--- src/rtl/fifo_pkg.sv ---
// Shared constants and helpers for the nibble FIFO slice.
package fifo_pkg;

  localparam int DEFAULT_WIDTH = 4;
  localparam int DEFAULT_DEPTH = 4;

  // Pointer and occupancy width: one extra bit beyond the index holds the wrap bit.
  function automatic int PTR_W(input int depth);
    return $clog2(depth) + 1;
  endfunction

endpackage

--- src/rtl/nibble_fifo_if.sv ---
// Handshake and status bundle between a nibble producer/consumer and the FIFO.
interface nibble_fifo_if
  import fifo_pkg::*;
#(
  parameter int WIDTH = DEFAULT_WIDTH,
  parameter int DEPTH = DEFAULT_DEPTH
) ();

  logic                    WR_EN;
  logic [WIDTH-1:0]        WR_DATA;
  logic                    RD_EN;
  logic [WIDTH-1:0]        RD_DATA;
  logic                    FULL;
  logic                    EMPTY;
  logic [PTR_W(DEPTH)-1:0] COUNT;
  logic                    OVERFLOW;
  logic                    UNDERFLOW;
  logic                    CLR_ERR;

  // Producer/consumer side drives requests and watches status.
  modport master (
    output WR_EN, WR_DATA, RD_EN, CLR_ERR,
    input  RD_DATA, FULL, EMPTY, COUNT, OVERFLOW, UNDERFLOW
  );

  // FIFO side accepts requests and reports status.
  modport slave (
    input  WR_EN, WR_DATA, RD_EN, CLR_ERR,
    output RD_DATA, FULL, EMPTY, COUNT, OVERFLOW, UNDERFLOW
  );

endinterface

--- src/rtl/nibble_fifo_mem.sv ---
// DEPTH x WIDTH storage: one synchronous write port, one asynchronous read port, no reset.
module nibble_fifo_mem
  import fifo_pkg::*;
#(
  parameter int WIDTH = DEFAULT_WIDTH,
  parameter int DEPTH = DEFAULT_DEPTH,
  parameter int AW    = $clog2(DEPTH)
) (
  input  logic             clk,
  input  logic             wr_en,
  input  logic [AW-1:0]    wr_addr,
  input  logic [WIDTH-1:0] wr_data,
  input  logic [AW-1:0]    rd_addr,
  output logic [WIDTH-1:0] rd_data
);

  logic [WIDTH-1:0] mem_q [DEPTH];
  logic [WIDTH-1:0] mem_d [DEPTH];

  // Next storage contents: only the addressed entry changes on a write.
  always_comb begin
    mem_d = mem_q;
    if (wr_en) begin
      mem_d[wr_addr] = wr_data;
    end
  end

  // Storage is deliberately left unreset; validity is tracked by the pointers.
  always_ff @(posedge clk) begin
    mem_q <= mem_d;
  end

  assign rd_data = mem_q[rd_addr];

endmodule

--- src/rtl/nibble_fifo.sv ---
// First-word-fall-through FIFO for 4-bit words with registered status and sticky error flags.
module nibble_fifo
  import fifo_pkg::*;
#(
  parameter int WIDTH = DEFAULT_WIDTH,
  parameter int DEPTH = DEFAULT_DEPTH
) (
  input  logic          CLK,
  input  logic          RST,
  nibble_fifo_if.slave  bus
);

  localparam int PW = PTR_W(DEPTH);
  localparam int AW = PW - 1;

  logic [PW-1:0]    wr_ptr_q, wr_ptr_d;
  logic [PW-1:0]    rd_ptr_q, rd_ptr_d;
  logic [PW-1:0]    count_q, count_d;
  logic             full_q, full_d;
  logic             empty_q, empty_d;
  logic             overflow_q, overflow_d;
  logic             underflow_q, underflow_d;
  logic             push_ok;
  logic             pop_ok;
  logic [WIDTH-1:0] mem_rdata;

  // Accept decisions come from registered status, so a full FIFO rejects a push even when popping.
  always_comb begin
    push_ok = bus.WR_EN && !full_q;
    pop_ok  = bus.RD_EN && !empty_q;
  end

  // Pointer, occupancy and status next-state; status is derived from the next count so it
  // changes on the same edge as the operation.
  always_comb begin
    wr_ptr_d = wr_ptr_q;
    rd_ptr_d = rd_ptr_q;
    count_d  = count_q;
    if (push_ok) begin
      wr_ptr_d = wr_ptr_q + PW'(1);
    end
    if (pop_ok) begin
      rd_ptr_d = rd_ptr_q + PW'(1);
    end
    case ({push_ok, pop_ok})
      2'b10:   count_d = count_q + PW'(1);
      2'b01:   count_d = count_q - PW'(1);
      default: count_d = count_q;
    endcase
    full_d  = (count_d == PW'(DEPTH));
    empty_d = (count_d == '0);
  end

  // Sticky error flags: a fresh violation wins over a clear in the same cycle.
  always_comb begin
    overflow_d  = overflow_q;
    underflow_d = underflow_q;
    if (bus.CLR_ERR) begin
      overflow_d  = 1'b0;
      underflow_d = 1'b0;
    end
    if (bus.WR_EN && full_q) begin
      overflow_d = 1'b1;
    end
    if (bus.RD_EN && empty_q) begin
      underflow_d = 1'b1;
    end
  end

  // Control state register with asynchronous active-low reset.
  always_ff @(posedge CLK or negedge RST) begin
    if (!RST) begin
      wr_ptr_q    <= '0;
      rd_ptr_q    <= '0;
      count_q     <= '0;
      full_q      <= 1'b0;
      empty_q     <= 1'b1;
      overflow_q  <= 1'b0;
      underflow_q <= 1'b0;
    end else begin
      wr_ptr_q    <= wr_ptr_d;
      rd_ptr_q    <= rd_ptr_d;
      count_q     <= count_d;
      full_q      <= full_d;
      empty_q     <= empty_d;
      overflow_q  <= overflow_d;
      underflow_q <= underflow_d;
    end
  end

  nibble_fifo_mem #(
    .WIDTH (WIDTH),
    .DEPTH (DEPTH),
    .AW    (AW)
  ) u_mem (
    .clk     (CLK),
    .wr_en   (push_ok),
    .wr_addr (wr_ptr_q[AW-1:0]),
    .wr_data (bus.WR_DATA),
    .rd_addr (rd_ptr_q[AW-1:0]),
    .rd_data (mem_rdata)
  );

  // Head word is masked while empty so stale storage never leaks out.
  assign bus.RD_DATA   = empty_q ? '0 : mem_rdata;
  assign bus.FULL      = full_q;
  assign bus.EMPTY     = empty_q;
  assign bus.COUNT     = count_q;
  assign bus.OVERFLOW  = overflow_q;
  assign bus.UNDERFLOW = underflow_q;

endmodule

--- src/flat_wrapper.sv ---
// flat-port wrapper written by rule: the top's interface ports become plain ports
module nibble_fifo_flat import fifo_pkg::*;
#(
  parameter int WIDTH = DEFAULT_WIDTH,
  parameter int DEPTH = DEFAULT_DEPTH
)
  (CLK, RST, bus_WR_EN, bus_WR_DATA, bus_RD_EN, bus_CLR_ERR, bus_RD_DATA, bus_FULL, bus_EMPTY, bus_COUNT, bus_OVERFLOW, bus_UNDERFLOW);
  nibble_fifo_if #(.WIDTH(WIDTH), .DEPTH(DEPTH)) bus_i ();
  input  logic CLK;
  input  logic RST;
  input wire logic [$bits(bus_i.WR_EN)-1:0] bus_WR_EN;
  input wire logic [$bits(bus_i.WR_DATA)-1:0] bus_WR_DATA;
  input wire logic [$bits(bus_i.RD_EN)-1:0] bus_RD_EN;
  input wire logic [$bits(bus_i.CLR_ERR)-1:0] bus_CLR_ERR;
  output wire logic [$bits(bus_i.RD_DATA)-1:0] bus_RD_DATA;
  output wire logic [$bits(bus_i.FULL)-1:0] bus_FULL;
  output wire logic [$bits(bus_i.EMPTY)-1:0] bus_EMPTY;
  output wire logic [$bits(bus_i.COUNT)-1:0] bus_COUNT;
  output wire logic [$bits(bus_i.OVERFLOW)-1:0] bus_OVERFLOW;
  output wire logic [$bits(bus_i.UNDERFLOW)-1:0] bus_UNDERFLOW;
  assign bus_i.WR_EN = bus_WR_EN;
  assign bus_i.WR_DATA = bus_WR_DATA;
  assign bus_i.RD_EN = bus_RD_EN;
  assign bus_i.CLR_ERR = bus_CLR_ERR;
  assign bus_RD_DATA = bus_i.RD_DATA;
  assign bus_FULL = bus_i.FULL;
  assign bus_EMPTY = bus_i.EMPTY;
  assign bus_COUNT = bus_i.COUNT;
  assign bus_OVERFLOW = bus_i.OVERFLOW;
  assign bus_UNDERFLOW = bus_i.UNDERFLOW;
  nibble_fifo #(.WIDTH(WIDTH), .DEPTH(DEPTH)) u_core (.CLK(CLK), .RST(RST), .bus(bus_i));
endmodule
--- config.mk ---
export PLATFORM = sky130hd
export DESIGN_NAME = nibble_fifo_flat
export DESIGN_NICKNAME = d
export VERILOG_FILES = /design/src/rtl/fifo_pkg.sv /design/src/rtl/nibble_fifo_if.sv /design/src/rtl/nibble_fifo_mem.sv /design/src/rtl/nibble_fifo.sv /design/src/flat_wrapper.sv
export SDC_FILE = /design/constraint.sdc
export NUM_CORES = 1
export LEC_CHECK = 0
export ABC_CLOCK_PERIOD_IN_PS = 2800
export BUFFER_PORTS_ARGS = -buffer_cell sky130_fd_sc_hd__clkbuf_2
export CAP_MARGIN = 0
export CORE_UTILIZATION = 53
export CTS_CLUSTER_DIAMETER = 80
export DETAILED_ROUTE_END_ITERATION = 12
export PLACE_DENSITY = 0.78
export SYNTH_ARGS = -nofsm -noshare
export SYNTH_HDL_FRONTEND = slang
export SYNTH_SLANG_ARGS = --single-unit
--- constraint.sdc ---
create_clock -name CLK -period 2.8 [get_ports CLK]
set_input_delay 0.28 -clock CLK [delete_from_list [all_inputs] [get_ports CLK]]
set_output_delay 0.28 -clock CLK [all_outputs]
set_load 0.1 [all_outputs]
Yosys cells after proc, flatten, opt, wreduce, memory -nomap -nowiden. Index checks and enable logic that the tools add are counted.

Muxes and demuxes: 11. Bitwise operators: 2. Reductions and logical operators: 10. Add/sub/neg operators: 4. Equal/unequal tests: 3. Magnitude comparators: 3.

Operators with widths (count): bitwise mux 16 bit (1); two-way mux 4 bit (4); adder 3 x 1 -> 3 bit (second input constant) (3); binary-select mux 4 bit (select 2 bit) (1); demux 4 bit (select 2 bit) (1); greater-or-equal comparator 3 bit (second input constant) (2); NOT 2 -> 3 bit (2); one-hot mux 3 bit (2 select lines) (1); logical AND 1 bit (5); nonzero test 2 bit (2); equality test 3 bit (second input constant) (1); logical NOT 3 bit (1); less-than comparator 3 x 1 -> 1 bit (second input constant) (1); two-way mux 1 bit (3); subtractor 3 x 1 -> 3 bit (second input constant) (1); equality test 2 x 1 -> 1 bit (second input constant) (1); equality test 2 bit (second input constant) (1); logical NOT 1 bit (2).

Bits in registers: 29. Input bits: 9.

Logic depth before layout (Yosys ltp).
Depth after elaboration: 6. Depth in mapped cells: 9. Gate-level depth less buffers: 8.

By module. Synthesis repeated with hierarchy kept, for this count alone.

Cells, all modules: 71. Area total of the unflattened synthesis: 1132.3 µm².

By module, submodules not included: nibble_fifo_mem (sequential area each 480.5 µm², cells an instance 24, area an instance 616.8 µm², instances 1); nibble_fifo (sequential area each 276.5 µm², cells an instance 47, area an instance 515.5 µm², instances 1).

Worst setup path after synthesis. Ideal clock, no wire load.

Path type: register -> register. From: reg u_core.full_q (netlist: u_core.bus.FULL). To: reg u_core.full_q (netlist: u_core.bus.FULL). Stages on the path, launching flop included: 10. Buffers on the path: 1. Path slack: 279 ps. Period minus slack after synthesis: 2521 ps. Library setup time: 126 ps. Data arrival time: 2394 ps. Cell sequence: dfrtp_1 nor2b_1 clkbuf_1 inv_1 ha_1 inv_1 fa_1 and3b_1 a32oi_1 o2bb2ai_1.

Cells in the longest elaborated chain, start to end: 5.

RTL lines: start, declared (line nibble_fifo.sv:19) `logic full_q, full_d;`; start signal, assigned (line nibble_fifo.sv:84) `full_q <= full_d;`; logical NOT 1 bit * (line nibble_fifo.sv:29) `push_ok = bus.WR_EN && !full_q;`; logical AND 1 bit * (line nibble_fifo.sv:29); equality test 2 x 1 -> 1 bit or equality test 2 bit (tied branches) (line nibble_fifo.sv:45) `case ({push_ok, pop_ok})`; one-hot mux 3 bit (2 select lines) * (line nibble_fifo.sv:45); equality test 3 bit * (line nibble_fifo.sv:50) `full_d = (count_d == PW'(DEPTH));`; via u_core.full_d (line nibble_fifo.sv:19).

The timed path passes the listed nets; every way through them passes the cells marked *. A chain may end at the register's enable or synchronous reset.

Worst setup path after layout. Same ends and word-level chain as after synthesis.

==> results.rst <==
.. list-table::
   :header-rows: 1

   * - Metric
     - Value
   * - I/O pin count
     - 20
   * - Synthesized area divided by synthesized cell count
     - approximately 15 sq um
   * - Data required time at the worst endpoint
     - around 3 ns
   * - Average wire length per cell after detail routing
     - 14.0 um
   * - Number of buffers between clock root and the deepest sink
     - 2
   * - Final antenna-violating net count
     - 0
   * - Most common cell in the netlist
     - sky130_fd_sc_hd__edfxtp_1
   * - Via count normalized by instance count
     - between 5 and 6
   * - GP Congestion
     - ~0.74
   * - Worst Path Buf+Inv
     - 2
   * - Pre-CTS setup slack
     - ~0.53 ns
   * - Total grt overflow
     - 0
   * - Worst setup slack after layout
     - ~0.48 ns
   * - First-pass GRT wire length
     - 2920 um
   * - Total global-route track usage
     - 16.9%
   * - Fraction of synthesized area in multiplexers
     - 8.48%
   * - Port Buf Inserts
     - 19
   * - Library cell occupying the most area in the post-synthesis netlist
     - sky130_fd_sc_hd__edfxtp_1
   * - Postcts setup bufs
     - 0
   * - Clock insertion delay at the later pin of the skew report
     - ~0.31 ns
   * - Type of element capturing the critical path
     - flop
   * - Pins Over Slew Limit
     - 0
   * - Core region area
     - just over 2000 sq um
   * - YS warnings
     - 0
   * - Post-synth ARST share
     - around 41%
   * - Hold bufs inserted after CTS
     - 1
   * - Status
     - completed
   * - Setup tns final
     - 0 ns
   * - Measured slew at the worst slew-check pin
     - ~0.54 ns
   * - Share of the synthesized area in compound gates (AO/OA/AOI/OAI)
     - between 3 and 4%
   * - Drt first-iter violations
     - 18
   * - Antenna violations before repair
     - 0
   * - Number of cells produced by synthesis
     - a little under 80
   * - Sequential cell area fraction in the yosys report
     - ~64%
   * - Total CTS buffers
     - 3
   * - #FFs+latches synth
     - 27
   * - CTS tree
     - done
   * - Top cell family by delay on the critical path
     - adder cells
   * - Most instantiated cells after synthesis
     - sky130_fd_sc_hd__edfxtp_1, sky130_fd_sc_hd__dfrtp_1, sky130_fd_sc_hd__inv_1
   * - Cell with the most instances on the worst path
     - sky130_fd_sc_hd__inv_1
   * - Final routed DRC violation total
     - 0
   * - Number of hold violations in the final report
     - 0
   * - Cell Area, Synth
     - about 1200 sq um
   * - Number of enable flip-flop cells after synthesis
     - 16
   * - Vias in the first global route
     - ~640
   * - Worst setup path startpoint
     - u_core.bus.FULL$_DFF_PN0_
   * - Crit Reg-Reg Startpoint
     - u_core.bus.FULL$_DFF_PN0_
   * - Max Fanout on Critical Path
     - 8
   * - Fraction of layout instances using a drive strength above 1
     - roughly a quarter
   * - Largest family of logic cells by synthesized area
     - multiplexers
   * - Setup repair after global routing missed its margin
     - no
   * - Startpoint type of the worst setup path
     - flop
   * - Cell at the root of the clock tree
     - sky130_fd_sc_hd__clkbuf_4
   * - DIE HEIGHT
     - 49.2 um
   * - Final #Nets
     - 117
   * - Worst hold path type
     - in2reg
   * - Achievable Freq
     - between 0.4 and 0.5 GHz
   * - Slowest library cell on the worst path
     - sky130_fd_sc_hd__fa_1
   * - Area growth from synthesis to final layout
     - 12.7%
   * - Total via count after detailed routing
     - approximately 640
   * - Count of H-tree levels built during CTS
     - 1
   * - Total number of clock tree sinks
     - 27
   * - Effective utilization at floorplan
     - 58.4%
   * - Post-Synth Adder-Cell Area
     - 7.00%
   * - Final clock skew
     - 0.00637 ns
   * - # resized after CTS
     - 0
   * - Hold Startpoint
     - bus_CLR_ERR
   * - Cells along the critical path
     - nor2b_1, inv_1, ha_1, inv_1, fa_1, and3b_1, a32oi_1, o2bb2ai_1
   * - Class of the most critical setup path
     - reg2reg
   * - Horizontal extent of the die
     - ~50 um
   * - Portion of synthesized cell area occupied by the leading cell type
     - 40.7%
   * - Synthesized-area fraction occupied by xor and xnor cells
     - ~4.5%
   * - Antenna Diode Count
     - 0
   * - Crit share post-route
     - just over 80%
   * - Simple-gate share of the synthesized area
     - 8.27%
   * - Max-slew headroom at the worst pin
     - between 60% and 70%
   * - Clock-pin transition on the worst setup and hold timing paths
     - about 0.13 ns
   * - Yosys cell types
     - 20
   * - Finish-stage setup viols
     - 0
   * - Routed Wire Length
     - approximately 1800 um
   * - Data arrival time of the worst path
     - around 2.5 ns
   * - Area of the die
     - 2420 sq um
   * - Max-capacitance violation count
     - 0
   * - Most common flop cell mapped by yosys
     - sky130_fd_sc_hd__edfxtp_1
   * - Pre-Repair DR Iteration Count
     - 4
   * - HPWL after detailed placement
     - 1380 um
   * - Largest net degree at the start of global routing
     - 15
   * - Largest stage delay on the critical path
     - 0.44 ns
   * - Main area contributors after synthesis
     - sky130_fd_sc_hd__edfxtp_1, sky130_fd_sc_hd__dfrtp_1, sky130_fd_sc_hd__mux4_2
   * - Final critical delay including setup and external delays
     - roughly 2.3 ns
   * - Number of rows created at floorplan
     - 16
   * - Synthesized netlist net count
     - 94
[cell usage in the layout (no fill, tap or decap)]
cell,netlist,routed
sky130_fd_sc_hd__xnor2_1,4,4
sky130_fd_sc_hd__dfrtp_1,10,10
sky130_fd_sc_hd__xor2_1,2,2
sky130_fd_sc_hd__a32oi_1,1,1
sky130_fd_sc_hd__fa_1,1,1
sky130_fd_sc_hd__nand2_1,4,4
sky130_fd_sc_hd__nor2_1,3,3
sky130_fd_sc_hd__mux4_2,4,4
sky130_fd_sc_hd__edfxtp_1,16,16
sky130_fd_sc_hd__dfstp_2,1,1
sky130_fd_sc_hd__clkbuf_4,0,3
sky130_fd_sc_hd__mux2i_1,1,1
sky130_fd_sc_hd__o21ai_0,3,3
sky130_fd_sc_hd__clkbuf_2,0,19
sky130_fd_sc_hd__and3b_1,1,1
sky130_fd_sc_hd__ha_1,5,5
sky130_fd_sc_hd__dlygate4sd3_1,0,1
sky130_fd_sc_hd__clkbuf_1,1,1
sky130_fd_sc_hd__and2_1,4,4
sky130_fd_sc_hd__o2bb2ai_1,2,2
sky130_fd_sc_hd__nor2b_1,6,6
sky130_fd_sc_hd__inv_1,9,9
[final timing paths]
kind                                                   end  slack (ns)  depth (start not counted)
hold reg to reg                 u_core.bus.EMPTY$_DFF_PN1_        0.49                          1
setup reg to reg                 u_core.bus.FULL$_DFF_PN0_        0.48                          8
min in group asynchronous    u_core.bus.COUNT[2]$_DFF_PN0_        0.35                          2
setup / recovery                 u_core.bus.FULL$_DFF_PN0_        0.48                          8
hold / removal             u_core.bus.OVERFLOW$_DFFE_PN0P_        0.15                          2
max in group asynchronous       u_core.bus.EMPTY$_DFF_PN1_        2.18                          2
[final cells by class]
type / instances / area, sq um
inverters: 9 / 33.8
repair buffers: 20 / 105
multi-input cells: 41 / 374
flip-flops and latches: 27 / 757
clock buffers: 4 / 26.3
fillers: 157 / 692
well taps: 27 / 33.8
[sequential cells by signal (all words and copies together), names as in the netlist]
| name | flops |
|---|---|
| u_core.bus.UNDERFLOW | 1 |
| u_core.rd_ptr_q | 2 |
| u_core.bus.FULL | 1 |
| u_core.bus.COUNT | 3 |
| u_core.bus.EMPTY | 1 |
| u_core.bus.OVERFLOW | 1 |
| u_core.u_mem.mem_q | 16 |
| u_core.wr_ptr_q | 2 |
[logic make-up (layout without fill, tap and decap cells)]
| group | Yosys count | after routing |
|---|---|---|
| XOR/XNOR | 6 | 6 |
| adder cells (fa/ha/maj) | 6 | 6 |
| buffers and inverters | 11 | 33 |
| multiplexers | 5 | 5 |
| AND/OR/NAND/NOR | 18 | 18 |
| flip-flops | 27 | 27 |
| AO/OA/AOI/OAI | 6 | 6 |
[stage by stage]
step	cells	hold slack (ns)	util, %	area [sq um]
3_3_place_gp	123	0.163	64.0	1290
3_5_place_dp	123	0.168	64.0	1290
2_1_floorplan	79	-0.0156	-	1180
6_report	128	0.149	65.8	1330
5_1_grt	128	0.136	65.8	1330
4_1_cts	128	0.143	65.8	1330
[per-layer routing]
metal	wire [um]	vias to the layer above	track usage (%)
met5	0	-	0
li1	-	316	-
met2	869	16	26.9
met3	69	2	3.74
met4	12	0	5.88
met1	839	307	22.8
Power is left out: the tool's default activity adds up to more than one toggle a clock period on the data nets, which glitch-free logic cannot reach.
